===== src/rtl/video_timing.sv =====
// video_timing
// ------------
// Raster timing and video-RAM address generator feeding the pixel serialiser.
// Three cascaded counters walk the raster: px (pixel within an 8-pixel
// character), hc (character within a line) and vc (line within a frame).
// Each counter advances only on a clock edge where ce is high.
// Every output except irq is a pure decode of the current counter values.
//
// Ports:
//   clock   in   system clock
//   reset   in   asynchronous, active-low reset
//   ce      in   pixel clock-enable
//   phase   out  pixel index within the current character (0..7)
//   de      out  display enable (active area)
//   addr    out  VRAM byte address {line[7:0], char[4:0]}, held for a character
//   hsync   out  horizontal sync, active high
//   vsync   out  vertical sync, active high
//   hblank  out  horizontal blank
//   vblank  out  vertical blank
//   irq     out  one-clock frame interrupt at the start of vertical blank
module video_timing #(
    parameter int H_ACTIVE     = 32,
    parameter int H_SYNC_START = 40,
    parameter int H_SYNC_WIDTH = 4,
    parameter int H_TOTAL      = 48,
    parameter int V_ACTIVE     = 248,
    parameter int V_SYNC_START = 270,
    parameter int V_SYNC_WIDTH = 3,
    parameter int V_TOTAL      = 312
) (
    input  logic        clock,
    input  logic        reset,
    input  logic        ce,
    output logic [2:0]  phase,
    output logic        de,
    output logic [12:0] addr,
    output logic        hsync,
    output logic        vsync,
    output logic        hblank,
    output logic        vblank,
    output logic        irq
);

    // The horizontal and vertical compare values are one bit wider than their
    // counters. A sync window can end exactly at the total (64 or 512), and
    // that end value would not fit in the counter width.
    localparam logic [6:0] H_ACT_W   = 7'(H_ACTIVE);
    localparam logic [6:0] H_SS_W    = 7'(H_SYNC_START);
    localparam logic [6:0] H_SE_W    = 7'(H_SYNC_START + H_SYNC_WIDTH);
    localparam logic [5:0] H_LAST    = 6'(H_TOTAL - 1);
    localparam logic [9:0] V_ACT_W   = 10'(V_ACTIVE);
    localparam logic [9:0] V_SS_W    = 10'(V_SYNC_START);
    localparam logic [9:0] V_SE_W    = 10'(V_SYNC_START + V_SYNC_WIDTH);
    localparam logic [8:0] V_LAST    = 9'(V_TOTAL - 1);
    localparam logic [8:0] V_PRE_IRQ = 9'(V_ACTIVE - 1);

    logic [2:0] px_q, px_d;
    logic [5:0] hc_q, hc_d;
    logic [8:0] vc_q, vc_d;
    logic       irq_q, irq_d;
    logic       lastPx, lastHc, lastVc;

    assign lastPx = (px_q == 3'd7);
    assign lastHc = (hc_q == H_LAST);
    assign lastVc = (vc_q == V_LAST);

    // Next-state logic for the counter cascade.
    // px wraps naturally at 7. hc advances on each px wrap, and vc advances
    // when both px and hc wrap on the same edge. irq_d is recomputed on every
    // clock, so the pulse drops on the next edge even if ce is low.
    always_comb begin
        px_d  = px_q;
        hc_d  = hc_q;
        vc_d  = vc_q;
        irq_d = 1'b0;
        if (ce) begin
            px_d = px_q + 3'd1;
            if (lastPx) begin
                if (lastHc) begin
                    hc_d = '0;
                    vc_d = lastVc ? '0 : vc_q + 9'd1;
                end else begin
                    hc_d = hc_q + 6'd1;
                end
            end
            // The edge that moves the counters onto (V_ACTIVE, 0, 0) raises irq.
            irq_d = lastPx && lastHc && (vc_q == V_PRE_IRQ);
        end
    end

    // State register. The asynchronous reset returns the raster to the top-left pixel.
    always_ff @(posedge clock or negedge reset) begin
        if (!reset) begin
            px_q  <= '0;
            hc_q  <= '0;
            vc_q  <= '0;
            irq_q <= 1'b0;
        end else begin
            px_q  <= px_d;
            hc_q  <= hc_d;
            vc_q  <= vc_d;
            irq_q <= irq_d;
        end
    end

    // Output decodes. addr is built only from hc and vc, so it stays constant
    // for all eight phases of a character.
    always_comb begin
        phase  = px_q;
        hblank = ({1'b0, hc_q} >= H_ACT_W);
        vblank = ({1'b0, vc_q} >= V_ACT_W);
        de     = !hblank && !vblank;
        hsync  = ({1'b0, hc_q} >= H_SS_W) && ({1'b0, hc_q} < H_SE_W);
        vsync  = ({1'b0, vc_q} >= V_SS_W) && ({1'b0, vc_q} < V_SE_W);
        addr   = {vc_q[7:0], hc_q[4:0]};
        irq    = irq_q;
    end

endmodule


===== config.mk =====
export PLATFORM = sky130hd
export DESIGN_NAME = video_timing
export DESIGN_NICKNAME = d
export VERILOG_FILES = /design/src/rtl/video_timing.sv
export SDC_FILE = /design/constraint.sdc
export NUM_CORES = 1
export LEC_CHECK = 0
export CAP_MARGIN = 20
export CORE_MARGIN = 2
export CORE_UTILIZATION = 53
export DETAILED_ROUTE_END_ITERATION = 8
export HOLD_SLACK_MARGIN = 0.1
export PLACE_DENSITY = 0.8
export SLEW_MARGIN = 20
export SYNTH_ARGS = -nofsm -noshare
export SYNTH_HDL_FRONTEND = slang
export SYNTH_SLANG_ARGS = --single-unit

===== constraint.sdc =====
create_clock -name clock -period 2.51 [get_ports clock]
set_input_delay 0.502 -clock clock [delete_from_list [all_inputs] [get_ports clock]]
set_output_delay 0.502 -clock clock [all_outputs]
set_load 0.02 [all_outputs]

---- Word-level counts from Yosys, hierarchy flattened ----
Cells that the tools add are included.
word-level totals
  flip-flop bits (word level) ............. 19
  input bits .............................. 3
  logic and storage cells ................. 29
cells by class
  $add $sub $neg .......................... 3
  order comparisons ....................... 6
  equal/unequal tests ..................... 4
  mux-type cells .......................... 3
  reductions and logical operators ........ 9
operator list
  operator                                                           count
  greater-or-equal comparator 6 bit, second input constant           2
  adder 9 x 1 -> 9 bit, second input constant                        1
  equality test 9 x 8 -> 1 bit, second input constant                1
  equality test 9 bit, second input constant                         1
  greater-or-equal comparator 9 x 8 -> 1 bit, second input constant  1
  greater-or-equal comparator 9 bit, second input constant           1
  less-than comparator 9 bit, second input constant                  1
  2-to-1 mux 9 bit                                                   1
  adder 6 x 1 -> 6 bit, second input constant                        1
  equality test 6 bit, second input constant                         1
  less-than comparator 6 bit, second input constant                  1
  2-to-1 mux 6 bit                                                   1
  logical AND 1 bit                                                  5
  adder 3 x 1 -> 3 bit, second input constant                        1
  equality test 3 bit, second input constant                         1
  AND reduction 3 bit                                                1
  zero test 1 bit                                                    2
  AND reduction 2 bit                                                1
  2-to-1 mux 1 bit                                                   1

---- Longest topological paths before layout ----
Gate-level depths: netlist of the first run.
  depth in word-level cells ............... 4
  mapped depth ............................ 6

---- Worst setup path before layout of the first run ----
Ideal clock, no wire load.
  path type ............................... register -> output
  start ................................... register vc_q[7]
  end ..................................... output port vsync
  arrival time ............................ 1453 ps
  required time ........................... 2008 ps
  slack ................................... 555 ps
  cell stages (with the launch flop) ...... 3
  path buffers ............................ 0
  cells stage by stage .................... dfrtp_1 or3b_2 a211oi_1
on the way
  word-level cells in the longest chain between the ends .. 2
  elaborated cells between the ends (all ways) .. 3
  those cells by class .................... order compare (2); reduce/logical (1)
RTL lines
  item                                                                             line  source
  from (decl)                                                                      59    logic [8:0] vc_q, vc_d;
  from (signal assigned)                                                           101   vc_q <= vc_d;
  greater-or-equal comparator 9 bit or less-than comparator 9 bit (tied branches)  114   vsync = ({1'b0, vc_q} >= V_SS_W) && ({1'b0, vc_q} < V_SE_W);
  logical AND 1 bit *                                                              114
  to (decl)                                                                        38    output logic vsync,
Mark *: on every way between the ends. The rest lies on a longest branch, timed or not.

---- Final worst setup path of the first run ----
Ends and elaborated chain as after synthesis.

==> results of run 1 <==
## routing by layer
| layer | up-vias | share of wire (%) | global-route usage (%) |
|---|---|---|---|
| met5 | - | 0 | 0 |
| met3 | 5 | 5.9 | 2.98 |
| met2 | 31 | 46 | 30.5 |
| met4 | 0 | 2.3 | 9.72 |
| met1 | 390 | 46 | 23.9 |
| li1 | 404 | - | - |
## final cells by class
class / count / area (um^2)
clock buffers: 4 / 26.3
fillers: 150 / 644
inverters: 5 / 18.8
multi-input cells: 73 / 520
flip-flops and latches: 19 / 477
well taps: 27 / 33.8
repair buffers: 27 / 262
## critical path: cells and delay by family (launching register included)
| kind | cells | cell delay, ns |
|---|---|---|
| buffers and inverters | 1 | 0.36 |
| DFF | 1 | 0.45 |
| AOI/OAI and AO/OA | 1 | 0.22 |
| and+or+nand+nor | 1 | 0.50 |
## synth_stat cells, types with 2 or more instances
master / n / area, um^2
buf_4: 13 / 97.6
nand3_1: 5 / 25.0
nor4_1: 2 / 12.5
clkbuf_1: 2 / 7.51
xnor2_1: 8 / 70.1
nor2_1: 10 / 37.5
inv_1: 5 / 18.8
nand3b_1: 2 / 15.0
mux2_2: 4 / 45.0
xor2_1: 3 / 26.3
dfrtp_1: 19 / 475
nand2_1: 8 / 30.0
o21ai_0: 2 / 10.0
nor3_1: 5 / 25.0
ha_1: 6 / 75.1
or3_1: 2 / 12.5
nand4_1: 2 / 12.5
## cell families (layout without fill, tap and decap cells)
family / count (synthesis) / after routing / share of synthesized area [%]
simple gates: 45 / 45 / 22.0
buf+inv: 21 / 36 / 11.9
flops: 19 / 19 / 42.0
xor+xnor: 11 / 11 / 8.52
fa+ha+maj: 6 / 6 / 6.64
compound gates: 6 / 6 / 3.54
mux: 5 / 5 / 5.31
## power by group
group,switching (uW),internal (uW)
combinational,167,174
sequential,60.7,362
clock,98.5,62.2
total,326,598
## metrics by stage
step           cells  hold WS (ns)
3_3_place_gp     151         0.488
5_1_grt          155         0.538
2_1_floorplan    113         0.206
3_5_place_dp     151         0.523
4_1_cts          155         0.534
6_report         155         0.522
## cells in the final DEF, fill, tap and decap left out, types with 3 or more instances in the layout
cell type / synthesis / layout
mux2_2: 4 / 4
clkbuf_4: 0 / 3
nor2_1: 10 / 10
nand2_1: 8 / 8
buf_4: 13 / 3
dfrtp_1: 19 / 18
ha_1: 6 / 6
inv_1: 5 / 5
nand3_1: 5 / 5
xor2_1: 3 / 3
clkdlybuf4s50_1: 0 / 23
nor3_1: 5 / 5
xnor2_1: 8 / 8
## how the worst max path moves through the flow
| stage | from | end | slack (ns) | cells past startpoint |
|---|---|---|---|---|
| 6_report | vc_q[7] | vsync | 0.17 | 3 |
| 5_1_grt | vc_q[4] | vblank | 0.05 | 3 |
| 4_1_cts | vc_q[3] | vblank | 0.14 | 3 |
| 3_5_place_dp | vc_q[7] | vsync | 0.22 | 3 |
| 3_3_place_gp | vc_q[7] | vsync | 0.24 | 3 |
| 2_1_floorplan | vc_q[7] | vsync | 0.55 | 2 |
## flip-flops by register name, indices dropped and copies added, names as in the netlist
name / cells
hc_q: 6
vc_q: 9
phase: 3
irq: 1
## repair_timing
item | 4_1_cts | 5_1_grt
resized for setup | 1 | 1
pin swaps | 0 | 0
setup endpoints to repair | 1 | 1
==> impl_summary.txt, run 1 <==
----------------------------------------------------
[Final layout]
  Antenna Cells ... 0
  Net count reported at finish ... 138
  Finished layout cell area ... 1340 um^2
  Final core utilization ... 67.5%
  Layout Area Growth over Synthesis ... 18.3%
  Layout cells sized above 1 ... 13.3%

[Logic synthesis]
  Syn_nets ... 122
  Count of flip-flops with a built-in enable after synthesis ... 0
  Count of unique library cells instantiated by Yosys ... 32
  Mapped Cells ... 113
  Post-synthesis sequential area ratio ... 42.0%
  Register bit total from synthesis ... 19
  Number of warnings printed during yosys synthesis ... 0
  Leading register cell type out of synthesis ... dfrtp_1
  Area of the mapped netlist ... 1130 um^2
  Async SR Flop Fraction ... 100%
  Avg Inst Size Synth ... 10.0 um^2

[Floorplanning]
  IO Pins ... 25
  Die X-Extent ... 50.2 um
  Initial core utilization ... 57.1%
  Die area ... 2520 um^2
  Vertical die dimension ... 50.2 um
  Core footprint ... 1980 um^2
  Total number of placement rows ... 16

[Timing]
  Setup-violating endpoint count in the final report ... 0
  Final max-slew violation count ... 0
  Max Clock Skew ... 0.00133 ns
  Count of endpoints failing hold in the final timing report ... 0
  Worst Tran Pin Value ... 0.377 ns
  Relative max-transition margin ... 74.6%
  Fmax achieved ... 0.427 GHz
  Post-route clock period utilization ... 93.2%
  Setup TNS ... 0 ns
  Clock period minus worst slack ... 2.34 ns
  Setup WS post-layout ... 0.170 ns
  Setup repair after global routing missed its margin ... false

[Power and ir drop]
  Cell Pwr Density ... 691 nW/um^2
  Static power due to leakage ... 0.000579 uW
  Total Power Consumption ... 924 uW
  Worst VDD drop ... 583 uV

[Worst setup path]
  Number of cell instances on the worst register-to-register path ... 6
  WS Path Type ... flop to output port
  Worst-path fanout max ... 5
  Crit end category ... output port
  Capture instance of the worst register-to-register path ... hc_q[5]
  Data arrival time of the critical path ... 1.84 ns
  Cell at the slowest stage of the critical path ... or3b_2
  Origin of the critical flop-to-flop path ... phase[0]
  Type of origin of the critical path ... flop
  Register-to-register setup slack ... 0.66 ns
  Sequence of cells on the critical path ... or3b_2, a211oi_1, dlygate4sd2_1
  Worst path max stage delay ... 0.50 ns
  Critical path data required time ... 2.01 ns

[Clocking]
  Clock tree from TritonCTS ... built
  Clock H-tree levels ... 1
  Clk pin slew, worst setup/hold paths ... 0.11 ns
  Max clock buf depth ... 2
  Clock root buffer ... clkbuf_4
  Number of clock buffers inserted by TritonCTS ... 3
  Post-CTS Hold Buffers ... 0
  Number of setup buffers added after CTS ... 0
  Clock latency on the worst-skew pair ... 0.31 ns
  Clock tree sinks ... 19

[Placed design]
  Final weighted congestion of routability-driven global placement ... 0.831
  Place WS ... 0.217 ns
  Detail Placement HPWL ... 1510 um
  Placed Area ... 1310 um^2
  Count of input and output buffers ... 24

[Run status]
  Outcome ... complete, no violations

[Global route]
  Overflow after GRT ... 0
  Pin count of the biggest net entering global routing ... 20
  Antenna violations before repair ... 0
  Vias in the first global route ... 824
  GRT Resource Usage Total ... 18.7%
  First-pass GRT wire length ... 3530 um

[Drt]
  Antenna Nets Post-Route ... 0
  Post-detailed-routing wire length ... 2010 um
  1st-iter DRT viols ... 13
  Length of the first detailed-routing pass in iterations ... 4
  Average wire per cell in the routed design ... 12.9 um
  # DRC ... 0
  Vias post-DR ... 830
  Routed via count divided by cell count ... 5.35

[Worst hold path]
  Hold WC Path Type ... input port to asynchronous set/reset pin

[Job]
  Total of max-cap violations ... 0

----------------------------------------------------
Note: power is estimated with default switching activity, not from simulation.
==> run 2: changes to the inputs <==
CORE_MARGIN = 5   (was 2)
==> run 2 against run 1 <==
- worst setup slack worse by 0.023 ns
- sequential power barely moved
- count of clock-buffer cells in the layout unchanged
- non-clock buffer count up 1
- total power increased by 0.34%
==> impl_summary.txt, run 2 (synthesized netlist as in run 1, its figures left out) <==
----------------------------------------------------
[Final layout]
  Register ranked first by flip-flop count ... vc_q (unchanged)
  Layout Area Growth over Synthesis ... 18.8% (was 18.3%)
  Number of flip-flops in the largest register ... 9 (unchanged)
  Net count reported at finish ... 139 (was 138)
  Commonest non-fill, non-tap cell in the layout ... clkdlybuf4s50_1 (unchanged)
  Layout cells sized above 1 ... 13.2% (was 13.3%)
  Antenna Cells ... 0 (unchanged)
  Final core utilization ... 67.1% (was 67.5%)
  Most used cells in the layout excluding fill and tap cells ... clkdlybuf4s50_1, dfrtp_1, nor2_1 (unchanged)
  Layout Cells excl Fill ... 156 (was 155)

[Timing]
  Setup-violating endpoint count in the final report ... 0 (unchanged)
  Relative max-transition margin ... 74.0% (was 74.6%)
  Worst Tran Pin Value ... 0.386 ns (was 0.377 ns)
  Setup repair after global routing missed its margin ... false (unchanged)
  Clock period minus worst slack ... 2.36 ns (was 2.34 ns)
  Final max-slew violation count ... 0 (unchanged)
  Setup TNS ... 0 ns (unchanged)
  Hold Worst Slack ... 0.519 ns (was 0.522 ns)
  Fmax achieved ... 0.423 GHz (was 0.427 GHz)
  Count of endpoints failing hold in the final timing report ... 0 (unchanged)
  Max Clock Skew ... 0.00457 ns (was 0.00133 ns)
  Post-route clock period utilization ... 94.1% (was 93.2%)

[Worst setup path]
  Type of origin of the critical path ... flop (unchanged)
  Data arrival time of the critical path ... 1.86 ns (was 1.84 ns)
  Critical path data required time ... 2.01 ns (about the same)
  Number of cell instances on the worst register-to-register path ... 6 (unchanged)
  Worst-path fanout max ... 7 (was 5)
  Origin of the critical flop-to-flop path ... phase[0] (unchanged)
  WS Path Type ... flop to output port (unchanged)
  Register-to-register setup slack ... 0.62 ns (was 0.66 ns)
  Crit end category ... output port (unchanged)
  Capture instance of the worst register-to-register path ... vc_q[7] (was hc_q[5])

[Power and ir drop]
  Cell Pwr Density ... 690 nW/um^2 (was 691 nW/um^2)
  Static power due to leakage ... 0.000586 uW (was 0.000579 uW)
  Worst VDD drop ... 515 uV (was 583 uV)

[Clocking]
  Clock tree from TritonCTS ... built (unchanged)
  Clk pin slew, worst setup/hold paths ... 0.11 ns (about the same)
  Clock root buffer ... clkbuf_4 (unchanged)
  Number of setup buffers added after CTS ... 0 (unchanged)
  Post-CTS Hold Buffers ... 0 (unchanged)
  Clock H-tree levels ... 1 (unchanged)
  Clock latency on the worst-skew pair ... 0.30 ns (was 0.31 ns)
  Number of clock buffers inserted by TritonCTS ... 3 (unchanged)
  Max clock buf depth ... 2 (unchanged)
  Clock tree sinks ... 19 (unchanged)

[Job]
  Total of max-cap violations ... 0 (unchanged)

[Floorplanning]
  Die X-Extent ... 56.2 um (was 50.2 um)
  Core footprint ... 2000 um^2 (was 1980 um^2)
  Initial core utilization ... 56.5% (was 57.1%)
  Die area ... 3160 um^2 (was 2520 um^2)
  IO Pins ... 25 (unchanged)
  Total number of placement rows ... 16 (unchanged)
  Vertical die dimension ... 56.2 um (was 50.2 um)

[Global route]
  First-pass GRT wire length ... 3710 um (was 3530 um)
  Antenna violations before repair ... 0 (unchanged)
  Vias in the first global route ... 836 (was 824)
  Pin count of the biggest net entering global routing ... 20 (unchanged)
  Overflow after GRT ... 0 (unchanged)
  GRT Resource Usage Total ... 14.8% (was 18.7%)

[Drt]
  Antenna Nets Post-Route ... 0 (unchanged)
  Average wire per cell in the routed design ... 13.8 um (was 12.9 um)
  Post-detailed-routing wire length ... 2150 um (was 2010 um)
  Length of the first detailed-routing pass in iterations ... 4 (unchanged)
  # DRC ... 0 (unchanged)
  Routed via count divided by cell count ... 5.38 (was 5.35)
  1st-iter DRT viols ... 13 (unchanged)
  Vias post-DR ... 840 (was 830)

[Run status]
  Outcome ... complete, no violations (unchanged)

[Placed design]
  Placed Cells incl. Taps ... 152 (was 151)
  Detail Placement HPWL ... 1640 um (was 1510 um)
  Final weighted congestion of routability-driven global placement ... 0.846 (was 0.831)
  Count of input and output buffers ... 24 (unchanged)

[Worst hold path]
  Hold WC Path Type ... input port to asynchronous set/reset pin (unchanged)

----------------------------------------------------
run 2: cell count changes in the layout (fill, tap and decap cells not counted), sizes merged:
| cell | change |
|---|---|
| buf | +1 |
run 2: worst max path at each step:
stage | startpoint | end | cells after the start
6_report | hc_q[4] | hsync | 3
5_1_grt | vc_q[7] | vsync | 3
4_1_cts | hc_q[4] | hsync | 3
3_5_place_dp | vc_q[7] | vsync | 3
3_3_place_gp | vc_q[7] | vsync | 3
2_1_floorplan | vc_q[7] | vsync | 2
run 2: stage by stage:
stage                     cell area, um^2  worst slack [ns]  total power, uW
final                                1340             0.148              927
after global routing                 1340            0.0669              985
after CTS                            1340             0.145              935
after detailed placement             1320             0.230              775
after global placement               1320             0.242              757
after floorplan                      1130             0.555              660
run 2: metal layers:
| metal | vias up | share of wire [%] | global-route usage, % |
|---|---|---|---|
| li1 | 403 | - | - |
| met1 | 402 | 42 | 16.5 |
| met2 | 26 | 48 | 25.2 |
| met3 | 9 | 6.1 | 3.94 |
| met4 | 0 | 3.1 | 8.47 |
| met5 | - | 0 | 0 |
run 2: area by class of cell:
class / count / area, um^2
fill: 157 / 658
timing repair buffer: 28 / 269
tap: 27 / 33.8
inverter: 5 / 18.8
sequential: 19 / 475
multi-input combinational: 73 / 520
clock buffer: 4 / 26.3
run 2: report_power, final:
part	internal (uW)	switching [uW]
sequential	362	61.0
clock	62.1	96.7
combinational	174	171
run 2: critical path: stages (launching register included):
cell             delay [ns]
dfrtp_1                0.44
nand3b_1               0.32
nor2_1                 0.18
clkdlybuf4s50_1        0.62
run 2: what timing repair did:
item / CTS / global route
hold endpoints to repair: 0 / 0
setup endpoints to repair: 1 / 0
gates resized for setup: 1 / 0
